File: src/rtl/lock_pkg.sv
// Shared types and constants for the reprogrammable lock controller.
// State encoding, power-on code and timer sizing helper.
package lock_pkg;

    localparam int STATE_W = 3;

    typedef enum logic [STATE_W-1:0] {
        COLLECT = 3'd0,
        CHECK   = 3'd1,
        OPEN    = 3'd2,
        PROG    = 3'd3,
        LOCKOUT = 3'd4
    } state_e;

    localparam int               LOCK_CODE_W       = 4;
    localparam logic [LOCK_CODE_W-1:0] LOCK_DEFAULT_CODE = 4'b1011;

    // Down-counter width able to hold the longer of the two windows.
    function automatic int timer_width(input int a, input int b);
        return $clog2(((a > b) ? a : b) + 1);
    endfunction

endpackage

File: src/rtl/lock_code_shift.sv
// Serial-to-parallel code framer: MSB-first shift register plus bit counter.
// word_done_o flags the edge that accepts the last bit; clear_i beats shift_en_i.
module lock_code_shift #(
    parameter int CODE_W = 4
) (
    input  logic              clk,
    input  logic              reset,
    input  logic              shift_en_i,
    input  logic              clear_i,
    input  logic              bit_i,
    output logic [CODE_W-1:0] word_o,
    output logic [CODE_W-1:0] word_next_o,
    output logic              word_done_o
);

    localparam int CNT_W = $clog2(CODE_W + 1);

    logic [CODE_W-1:0] sr_q, sr_d;
    logic [CNT_W-1:0]  cnt_q, cnt_d;

    assign word_o      = sr_q;
    assign word_next_o = (sr_q << 1) | CODE_W'(bit_i);
    assign word_done_o = shift_en_i && (cnt_q == CNT_W'(CODE_W - 1));

    always_comb begin
        sr_d  = sr_q;
        cnt_d = cnt_q;
        if (clear_i) begin
            sr_d  = '0;
            cnt_d = '0;
        end else if (shift_en_i) begin
            sr_d  = word_next_o;
            cnt_d = word_done_o ? '0 : cnt_q + CNT_W'(1);
        end
    end

    always_ff @(posedge clk or negedge reset) begin
        if (!reset) begin
            sr_q  <= '0;
            cnt_q <= '0;
        end else begin
            sr_q  <= sr_d;
            cnt_q <= cnt_d;
        end
    end

endmodule

File: src/rtl/lock_controller.sv
// Configurable serial lock: frames code words, compares to stored code, runs open/lockout windows.
// door_open/locked_out rise two edges after the last code bit; all outputs come straight from flops.
module lock_controller
    import lock_pkg::*;
#(
    parameter int                CODE_W         = LOCK_CODE_W,
    parameter logic [CODE_W-1:0] DEFAULT_CODE   = CODE_W'(LOCK_DEFAULT_CODE),
    parameter int                MAX_FAILS      = 3,
    parameter int                OPEN_CYCLES    = 8,
    parameter int                LOCKOUT_CYCLES = 16
) (
    input  logic                           clk,
    input  logic                           reset,
    input  logic                           bit_valid,
    input  logic                           bit_in,
    input  logic                           prog_req,
    output logic                           door_open,
    output logic                           locked_out,
    output logic                           prog_active,
    output logic [$clog2(MAX_FAILS+1)-1:0] fail_count
);

    localparam int FC_W  = $clog2(MAX_FAILS + 1);
    localparam int TMR_W = timer_width(OPEN_CYCLES, LOCKOUT_CYCLES);

    state_e            state_q, state_d;
    logic [CODE_W-1:0] code_q, code_d;
    logic [FC_W-1:0]   fail_q, fail_d;
    logic [TMR_W-1:0]  timer_q, timer_d;
    logic              door_q, lock_q, prog_q;

    logic              shift_en, shift_clear, word_done;
    logic [CODE_W-1:0] word, word_next;

    assign shift_en    = bit_valid && (state_q == COLLECT || state_q == PROG);
    assign shift_clear = (state_d != state_q) && (state_d == COLLECT || state_d == PROG);

    lock_code_shift #(.CODE_W(CODE_W)) u_shift (
        .clk         (clk),
        .reset       (reset),
        .shift_en_i  (shift_en),
        .clear_i     (shift_clear),
        .bit_i       (bit_in),
        .word_o      (word),
        .word_next_o (word_next),
        .word_done_o (word_done)
    );

    always_comb begin
        state_d = state_q;
        code_d  = code_q;
        fail_d  = fail_q;
        timer_d = timer_q;
        case (state_q)
            COLLECT: if (word_done) state_d = CHECK;
            CHECK: begin
                if (word == code_q) begin
                    state_d = OPEN;
                    fail_d  = '0;
                end else if (int'(fail_q) + 1 < MAX_FAILS) begin
                    state_d = COLLECT;
                    fail_d  = fail_q + FC_W'(1);
                end else begin
                    state_d = LOCKOUT;
                    fail_d  = FC_W'(MAX_FAILS);
                end
            end
            OPEN: begin
                if (prog_req)                      state_d = PROG;
                else if (timer_q == TMR_W'(1))     state_d = COLLECT;
                else                               timer_d = timer_q - TMR_W'(1);
            end
            PROG: begin
                if (word_done) begin
                    code_d  = word_next;
                    state_d = COLLECT;
                end
            end
            LOCKOUT: begin
                if (timer_q == TMR_W'(1)) begin
                    state_d = COLLECT;
                    fail_d  = '0;
                end else begin
                    timer_d = timer_q - TMR_W'(1);
                end
            end
            default: state_d = COLLECT;
        endcase
        if (state_d == OPEN && state_q != OPEN)       timer_d = TMR_W'(OPEN_CYCLES);
        if (state_d == LOCKOUT && state_q != LOCKOUT) timer_d = TMR_W'(LOCKOUT_CYCLES);
    end

    // Window outputs trail the state by one edge, giving the two-edge unlock latency;
    // a programming request cuts the open window on the same edge PROG is entered.
    always_ff @(posedge clk or negedge reset) begin
        if (!reset) begin
            state_q <= COLLECT;
            code_q  <= DEFAULT_CODE;
            fail_q  <= '0;
            timer_q <= '0;
            door_q  <= 1'b0;
            lock_q  <= 1'b0;
            prog_q  <= 1'b0;
        end else begin
            state_q <= state_d;
            code_q  <= code_d;
            fail_q  <= fail_d;
            timer_q <= timer_d;
            door_q  <= (state_q == OPEN) && !prog_req;
            lock_q  <= (state_q == LOCKOUT);
            prog_q  <= (state_d == PROG);
        end
    end

    assign door_open   = door_q;
    assign locked_out  = lock_q;
    assign prog_active = prog_q;
    assign fail_count  = fail_q;

endmodule

File: config.mk
export PLATFORM = sky130hd
export DESIGN_NAME = lock_controller
export DESIGN_NICKNAME = d
export VERILOG_FILES = /design/src/rtl/lock_pkg.sv /design/src/rtl/lock_code_shift.sv /design/src/rtl/lock_controller.sv
export SDC_FILE = /design/constraint.sdc
export NUM_CORES = 1
export LEC_CHECK = 0
export ABC_AREA = 0
export CORE_ASPECT_RATIO = 1.4
export CORE_MARGIN = 2
export CORE_UTILIZATION = 35
export CTS_BUF_LIST = sky130_fd_sc_hd__clkbuf_4
export CTS_CLUSTER_SIZE = 25
export DETAILED_ROUTE_END_ITERATION = 6
export HOLD_SLACK_MARGIN = 0.03
export PLACE_DENSITY = 0.56
export REMOVE_ABC_BUFFERS = 1
export SYNTH_ARGS = -nofsm -noshare
export SYNTH_HDL_FRONTEND = slang
export SYNTH_SLANG_ARGS = --single-unit
File: constraint.sdc
create_clock -name clk -period 3.55 [get_ports clk]
set_input_delay 1.065 -clock clk [delete_from_list [all_inputs] [get_ports clk]]
set_output_delay 1.065 -clock clk [all_outputs]
set_load 0.03 [all_outputs]
After elaboration in Yosys (flattened, before gate mapping)
Cells that the tools add are included.
Widths: inputs -> output; s select.
{"block": "totals", "inputBits": 5, "regBits": 24}
{"block": "op_classes", "mux": 21, "bitwise_logic": 1, "n_reduce_logical": 17, "eq_ne": 15, "magnitude_cmp": 1, "n_addsub": 4}
{"op": "$mux 3", "count": 9}
{"op": "$mux 5", "count": 4}
{"op": "$eq 3x2->1 const B", "count": 5}
{"op": "$pmux 3 s5", "count": 1}
{"op": "$pmux 5 s2", "count": 1}
{"op": "$mux 4", "count": 2}
{"op": "$eq 3x3->1 const B", "count": 2}
{"op": "$logic_and 1x1->1", "count": 6}
{"op": "$logic_not 3->1", "count": 2}
{"op": "$mux 2", "count": 3}
{"op": "$reduce_and 2->1", "count": 3}
{"op": "$eq 5x1->1 const B", "count": 1}
{"op": "$sub 5x1->5 const B", "count": 1}
{"op": "$eq 4x4->1", "count": 1}
{"op": "$ne 4x4->1 const B", "count": 1}
{"op": "$or 4x1->4", "count": 1}
{"op": "$pmux 2 s2", "count": 1}
{"op": "$reduce_bool 2->1", "count": 2}
{"op": "$reduce_bool 4->1", "count": 1}
{"op": "$add 2x1->3 const B", "count": 1}
{"op": "$add 3x1->3 const B", "count": 1}
{"op": "$eq 3x1->1 const B", "count": 1}
{"op": "$lt 3x2->1 const B", "count": 1}
{"op": "$ne 3x2->1 const B", "count": 1}
{"op": "6 further kinds", "count": 7}

Logic depth before layout (Yosys ltp)
Gate-level depths: netlist of the first run.
{"block": "logic_depth", "depth_word": 10, "mapped_depth": 6, "ltp_nobuf": 6}

Modules after synthesis
A second synthesis of the first run with hierarchy kept.
{"block": "unflattened", "hier_cells": 127, "hier_area_um2": 1368.8}
{"module": "lock_controller", "n_inst": 1, "cells_per_inst": 97, "seq_area_each_um2": 429.2, "area_per_inst_um2": 1018.5}
{"module": "lock_code_shift", "n_inst": 1, "cells_per_inst": 30, "seq_area_each_um2": 175.2, "area_per_inst_um2": 350.3}

Worst setup path after synthesis of the first run
No wires, ideal clock.
{"block": "synth_timing", "path_type": "input to register", "startpoint": "input port prog_req", "endpoint": "register timer_q[4]", "setup_slack_ps": 1472, "arrival_ps": 1954, "path_stages": 4, "setup_ps": 124, "required_ps": 3426, "path_cell_list": "nor2b_1 -> o21a_1 -> o31a_1 -> a211o_1"}
{"block": "synth_via", "elab_chain_len": 6, "word_cells_on_any_way": 11, "classes_between": "eq/ne (3); mux (4); reduce/logical (4)"}
{"item": "from (decl)", "line": "lock_controller.sv:16", "source": "input logic prog_req,"}
{"item": "$mux 3", "line": "lock_controller.sv:69", "source": "if (prog_req) state_d = PROG;"}
{"item": "$pmux 3 s5", "line": "lock_controller.sv:54", "source": "case (state_q)"}
{"item": "$eq 3x2->1 or $eq 3x3->1 (tied branches)", "line": "lock_controller.sv:89, lock_controller.sv:90"}
{"item": "$logic_and 1x1->1 (on tied branches)", "line": "lock_controller.sv:89, lock_controller.sv:90"}
{"item": "$ne 4x4->1 (no source line) (tied with other cells)"}
{"item": "$reduce_and 2->1 (no source line) or $mux 5 (tied branches)"}
{"item": "to (signal assigned)", "line": "lock_controller.sv:108", "source": "timer_q <= timer_d;"}
{"item": "to (decl)", "line": "lock_controller.sv:29", "source": "logic [TMR_W-1:0] timer_q, timer_d;"}
Several ways; a longest one is shown, not always the timed one.
A chain may end at the register's enable or synchronous reset.

Worst setup path in the final report of the first run
{"block": "layout_timing", "startpoint": "register fail_q[1] (netlist: fail_count[1])", "endpoint": "output port fail_count[1]"}
{"item": "from (decl)", "line": "lock_controller.sv:28", "source": "logic [FC_W-1:0] fail_q, fail_d;"}
{"item": "from (signal assigned)", "line": "lock_controller.sv:107", "source": "fail_q <= fail_d;"}
{"item": "to (decl)", "line": "lock_controller.sv:20", "source": "output logic [$clog2(MAX_FAILS+1)-1:0] fail_count"}
No word-level cell between the ends.

==> metrics.csv, run 1 <==
metric,value,unit
hold_ws,0.536,ns
reg2reg path depth,6,
first-pass GRT wire length,4510,um
CTS root buf,clkbuf_4,
drt wl/cell,14.3,um
leakage,0.679,nW
TritonCTS clock tree,built,
worst path required time,2.48,ns
# rows,26,
sequential-to-total area share from yosys stat,0.466,
CP max stage delay,0.72,ns
# setup viols final,0,
CORE AREA,0.00361,mm^2
layout cells sized above 1,0.133,
endpoints failing hold,0,
Synth area leader,dfrtp_1,
"Setup Fix Bufs, Post-CTS",0,
FF-to-FF setup slack,1.57,ns
"Area growth, synth to finish",14.2,%
"Max FO, Critical Path",8,
Port Buffers,9,
Final WS setup,0.934,ns
Mapped Area,0.00130,mm^2
largest net degree at the start of global routing,25,
ant diodes,0,
Synth top area share,0.405,
Setup crit start kind,register,
Yosys reg bits,24,
crit end category,output port,
cts bufs inserted,3,
slew margin rel.,0.449,
Post-CTS Resized,0,
WP data arrival,1.55,ns
Antenna Nets Post-Route,0,
Setup Skew,0.00751,ns
all-layer global routing usage,0.133,
vias in the first global route,989,
status,finished clean,
remaining global-route overflow,0,
YS warnings,0,
die area,0.00421,mm^2
Critical-path top delay cell,clkdlybuf4s50_1,
Max Slew Vio Count,0,
io pins,10,
initial antenna violation count,0,
drt first pass iters,4,
Syn Area/Cell,10.5,um^2
Total Routed Length,2530,um
Peak VDD IR,0.000411,V
CTS clock-pin slew for the worst setup and hold paths,0.13,ns
Crit path buffers/inverters,1,
maxcap violations,0,
Final HPWL DP,1890,um
f_max,0.382,GHz
Max clock buf depth,2,
setup TNS,0,ns
DR vias,945,
unrepaired setup endpoints after global routing,no,
remaining routing DRC violations,0,
cts hold-fix bufs,0,
DRT iter0 DRCs,34,
Synth cell types,40,
critical path's top delay family,buffers and inverters,
vias per cell,5.34,
Clock Sinks,24,
Crit Path Category,reg -> out,
pre-CTS setup slack,0.854,ns
leading cell types by total area after synthesis,"dfrtp_1 (41%), dfstp_2 (6.1%), mux2i_1 (4.6%), nor3_1 (3.9%), mux2_2 (3.5%)",
final worst-path cycle share,0.737,
Setup crit start,fail_count[1],
Die Width,55.4,um
Cell Pwr Density,887,mW/mm^2
Initial Utilization,0.359,
cells after synthesis,123,
RD Place Congestion,0.760,
crit path to,fail_count[1],
Die Y-Extent,76.0,um
H-tree levels,1,
WP depth,1,
Worst Hold Class,reg -> reg,
worst path cell trace,clkdlybuf4s50_1,
Worst-Margin Slew,0.815,ns
minimum clock period,2.62,ns
nets@finish,144,
clk_lat worst skew,0.32,ns
R2R Path End,u_shift.cnt_q[0],
R2R Path Start,timer_q[1],
[area by class of cell]
type,instances,area (um^2)
fillers,346,2130
multi-input cells,93,658
flip-flops and latches,24,604
repair buffers,10,97.6
well taps,42,52.6
clock inverters,1,30.0
clock buffers,3,22.5
inverters,4,15.0
[metal layers]
| metal | global-route usage | wire (um) | part of all wire | vias up |
|---|---|---|---|---|
| met3 | 0.0221 | 43 | 0.017 | 5 |
| met5 | 0 | 0 | 0 | - |
| li1 | - | - | - | 473 |
| met2 | 0.238 | 1370 | 0.54 | 8 |
| met1 | 0.155 | 1070 | 0.42 | 459 |
| met4 | 0.0512 | 43 | 0.017 | 0 |
[sequential cells by signal (all words and copies together) (netlist names)]
name and count:
state_q 3, door_open 1, u_shift.word_o 4, timer_q 5, locked_out 1, u_shift.cnt_q 3
fail_count 2, prog_active 1, code_q 4
[cell families after synthesis]
kind of cell,after synthesis,synth area share
flops,24,0.466
xor+xnor,5,0.0338
mux,10,0.0811
simple gates,49,0.226
fa+ha+maj,3,0.0290
compound gates,26,0.138
buf+inv,6,0.0261
[where the power goes]
group / internal, mW / total (mW) / switching (mW)
combinational: 0.276 / 0.610 / 0.335
sequential: 0.378 / 0.502 / 0.124
clock: 0.114 / 0.200 / 0.0859
total: 0.768 / 1.31 / 0.544
[synthesized netlist by cell type, drive strengths merged]
master   number
or4b          1
or3b          1
and3b         1
or3           1
and2          1
nand2        10
a211o         1
nor2b         4
mux2          4
ha            3
o211ai        2
xnor2         1
nand3         3
nand3b        1
inv           4
a211oi        1
nor4b         1
dfstp         3
o41ai         1
a311oi        1
mux2i         6
nand2b        3
buf           2
dfrtp        21
xor2          4
o31a          1
o21a          3
nor3b         1
o21ai         8
a2bb2oi       1
nor2          8
o211a         1
o31ai         1
a21oi         5
nor4          3
nor3         10
[worst min path at each step]
| stage | startpoint | endpoint | cells after the start |
|---|---|---|---|
| 2_1_floorplan | u_shift.cnt_q[2] | u_shift.cnt_q[2] | 2 |
| 3_3_place_gp | u_shift.cnt_q[2] | u_shift.cnt_q[2] | 2 |
| 3_5_place_dp | u_shift.cnt_q[2] | u_shift.cnt_q[2] | 2 |
| 4_1_cts | u_shift.cnt_q[2] | u_shift.cnt_q[2] | 2 |
| 5_1_grt | u_shift.cnt_q[2] | u_shift.cnt_q[2] | 2 |
| 6_report | u_shift.cnt_q[2] | u_shift.cnt_q[2] | 2 |
[metrics by stage]
step / cell area, um^2 / total power [mW] / cells / utilization
4_1_cts: 1480 / 1.33 / 177 / 0.410
5_1_grt: 1480 / 1.42 / 177 / 0.410
3_3_place_gp: 1430 / 1.11 / 173 / 0.395
3_5_place_dp: 1430 / 1.13 / 173 / 0.395
6_report: 1480 / 1.31 / 177 / 0.410
2_1_floorplan: 1280 / 0.956 / 121 / -
[layout by cell type (no fill, tap or decap), drive strengths merged, types with 2 or more instances in the layout]
cell	count
a21oi	5
clkbuf	3
clkdlybuf4s50	9
dfrtp	21
dfstp	3
ha	3
inv	4
mux2	4
mux2i	6
nand2	10
nand2b	3
nand3	3
nor2	8
nor2b	4
nor3	10
nor4	3
o211ai	2
o21a	3
o21ai	8
xor2	4
(Power assumes the default switching activity.)
==> inputs of run 2 (changes only) <==
clock period = 2.58 ns   (was 3.55 ns; I/O delays follow)
==> run 2 against run 1 <==
Utilization unchanged. Die area stayed put. Sequential power up 37%. Sequential share of layout area did not move. Non-clock buffer count is the same. Routed wire length down 1.1%. Largest cell class unchanged.
==> metrics.csv, run 2 (same netlist as run 1, synthesis figures left out) <==
metric,value,unit,change
ant diodes,0,,unchanged
f_max,0.430,GHz,
Initial Utilization,0.359,,unchanged
"commonest non-fill, non-tap cells in the layout","dfrtp_1 (21), nor3_1 (10), nand2_1 (9), clkdlybuf4s50_1 (9)",,
worst path cell trace,clkdlybuf4s50_1,,
CORE AREA,0.00361,mm^2,unchanged
final worst-path cycle share,0.902,,
minimum clock period,2.33,ns,
leakage,0.679,nW,unchanged
fin util,0.410,,unchanged
Worst-Margin Slew,0.800,ns,-0.0148 ns
Die Width,55.4,um,unchanged
cts bufs inserted,3,,unchanged
Setup Skew,0.00874,ns,+0.00122 ns
Total Routed Length,2500,um,-1.1%
status,finished clean,,
Top reg by flops,timer_q,,
RD Place Congestion,0.745,,-1.9%
vias in the first global route,988,,-0.10%
"Area growth, synth to finish",14.2,%,unchanged
met3 usage,0.0119,,-0.0102
TritonCTS clock tree,built,,
setup TNS,0,ns,unchanged
# rows,26,,unchanged
Critical-path top delay cell,clkdlybuf4s50_1,,
DR vias,938,,-0.74%
max reg flops,5,,unchanged
hold_ws,0.548,ns,+0.0118 ns
CTS clock-pin slew for the worst setup and hold paths,0.12,ns,about the same
Peak VDD IR,0.000576,V,+40%
Die Y-Extent,76.0,um,unchanged
Hold Crit Depth,2,,unchanged
# setup viols final,0,,unchanged
Area after DPL,0.00143,mm^2,unchanged
layout cells sized above 1,0.133,,unchanged
Port Buffers,9,,unchanged
Max Slew Vio Count,0,,unchanged
remaining global-route overflow,0,,unchanged
finished layout cell area,0.00148,mm^2,unchanged
Post-CTS Resized,0,,unchanged
gr busiest metal,met2,,
nets@finish,144,,unchanged
drt first pass iters,2,,-2
WP data arrival,1.55,ns,about the same
crit end category,output port,,
clk_lat worst skew,0.31,ns,about the same
Worst Hold Class,reg -> reg,,
maxcap violations,0,,unchanged
WP depth,1,,unchanged
CTS root buf,clkbuf_4,,
H-tree levels,1,,unchanged
Setup crit start kind,register,,
DRT iter0 DRCs,20,,-41%
Antenna Nets Post-Route,0,,unchanged
Crit path buffers/inverters,1,,unchanged
"Max FO, Critical Path",8,,unchanged
Cell Pwr Density,1210,mW/mm^2,+37%
Overall Power,1.80,mW,+37%
CP max stage delay,0.73,ns,about the same
worst path required time,1.81,ns,-0.67 ns
Final HPWL DP,1920,um,+1.4%
vias per cell,5.30,,-0.74%
largest net degree at the start of global routing,25,,unchanged
Crit Path Category,reg -> out,,
grt met1 use,0.136,,-0.0188
endpoints failing hold,0,,unchanged
drt wl/cell,14.1,um,-1.1%
die area,0.00421,mm^2,unchanged
io pins,10,,unchanged
remaining routing DRC violations,0,,unchanged
"commonest non-fill, non-tap cell in the layout",dfrtp_1,,
cts hold-fix bufs,0,,unchanged
all-layer global routing usage,0.125,,-0.00750
Clock Sinks,24,,unchanged
Max clock buf depth,2,,unchanged
unrepaired setup endpoints after global routing,no,,
first-pass GRT wire length,4320,um,-4.3%
initial antenna violation count,0,,unchanged
critical path's top delay family,buffers and inverters,,
met2 Use GR,0.244,,+0.00595
"Setup Fix Bufs, Post-CTS",0,,unchanged
reg2reg path depth,5,,-1
slew margin rel.,0.459,,+0.00999
-- run 2: cell counts in the layout (fill, tap and decap cells not counted) --
Identical to the previous run, type by type.
-- run 2: where the power goes --
part           leakage (nW)  total [mW]  internal [mW]  switching [mW]
Clock                0.0279       0.268          0.157           0.111
Combinational         0.352       0.839          0.378           0.461
Sequential            0.299       0.690          0.521           0.169
Total                 0.679        1.80           1.06           0.741
-- run 2: per-layer routing --
layer  vias up  wire [um]  share of wire
met1       459        989           0.40
met5         -          0              0
met3         4         28          0.011
met2         5       1450           0.58
met4         0         31          0.012
li1        470          -              -
-- run 2: layout make-up --
class / count / area, um^2
fill: 351 / 2130
inverter: 4 / 15.0
clock inverter: 1 / 30.0
clock buffer: 3 / 22.5
tap: 42 / 52.6
multi-input combinational: 93 / 658
timing repair buffer: 10 / 97.6
sequential: 24 / 604
-- run 2: worst paths after layout --
check | end | slack [ns] | start
max in group asynchronous | code_q[0] | 1.48 | reset
worst min register to register | u_shift.cnt_q[2] | 0.55 | u_shift.cnt_q[2]
worst max register to register | timer_q[1] | 0.58 | timer_q[1]
min in group asynchronous | timer_q[2] | 0.81 | reset
worst min-delay path | u_shift.cnt_q[2] | 0.55 | u_shift.cnt_q[2]
worst max-delay path | fail_count[1] | 0.25 | fail_count[1]
-- run 2: through the flow --
step	cells	worst slack (ns)
global route	177	0.176
CTS	177	0.221
global placement	173	0.233
finish	177	0.254
floorplan	121	0.780
detailed placement	173	0.178
==> inputs of run 3 (changes only) <==
SKIP_CTS_REPAIR_TIMING = 1   (was default)
==> results of run 3 <==
Final layout, timing and power as in run 2 (identical DEF).
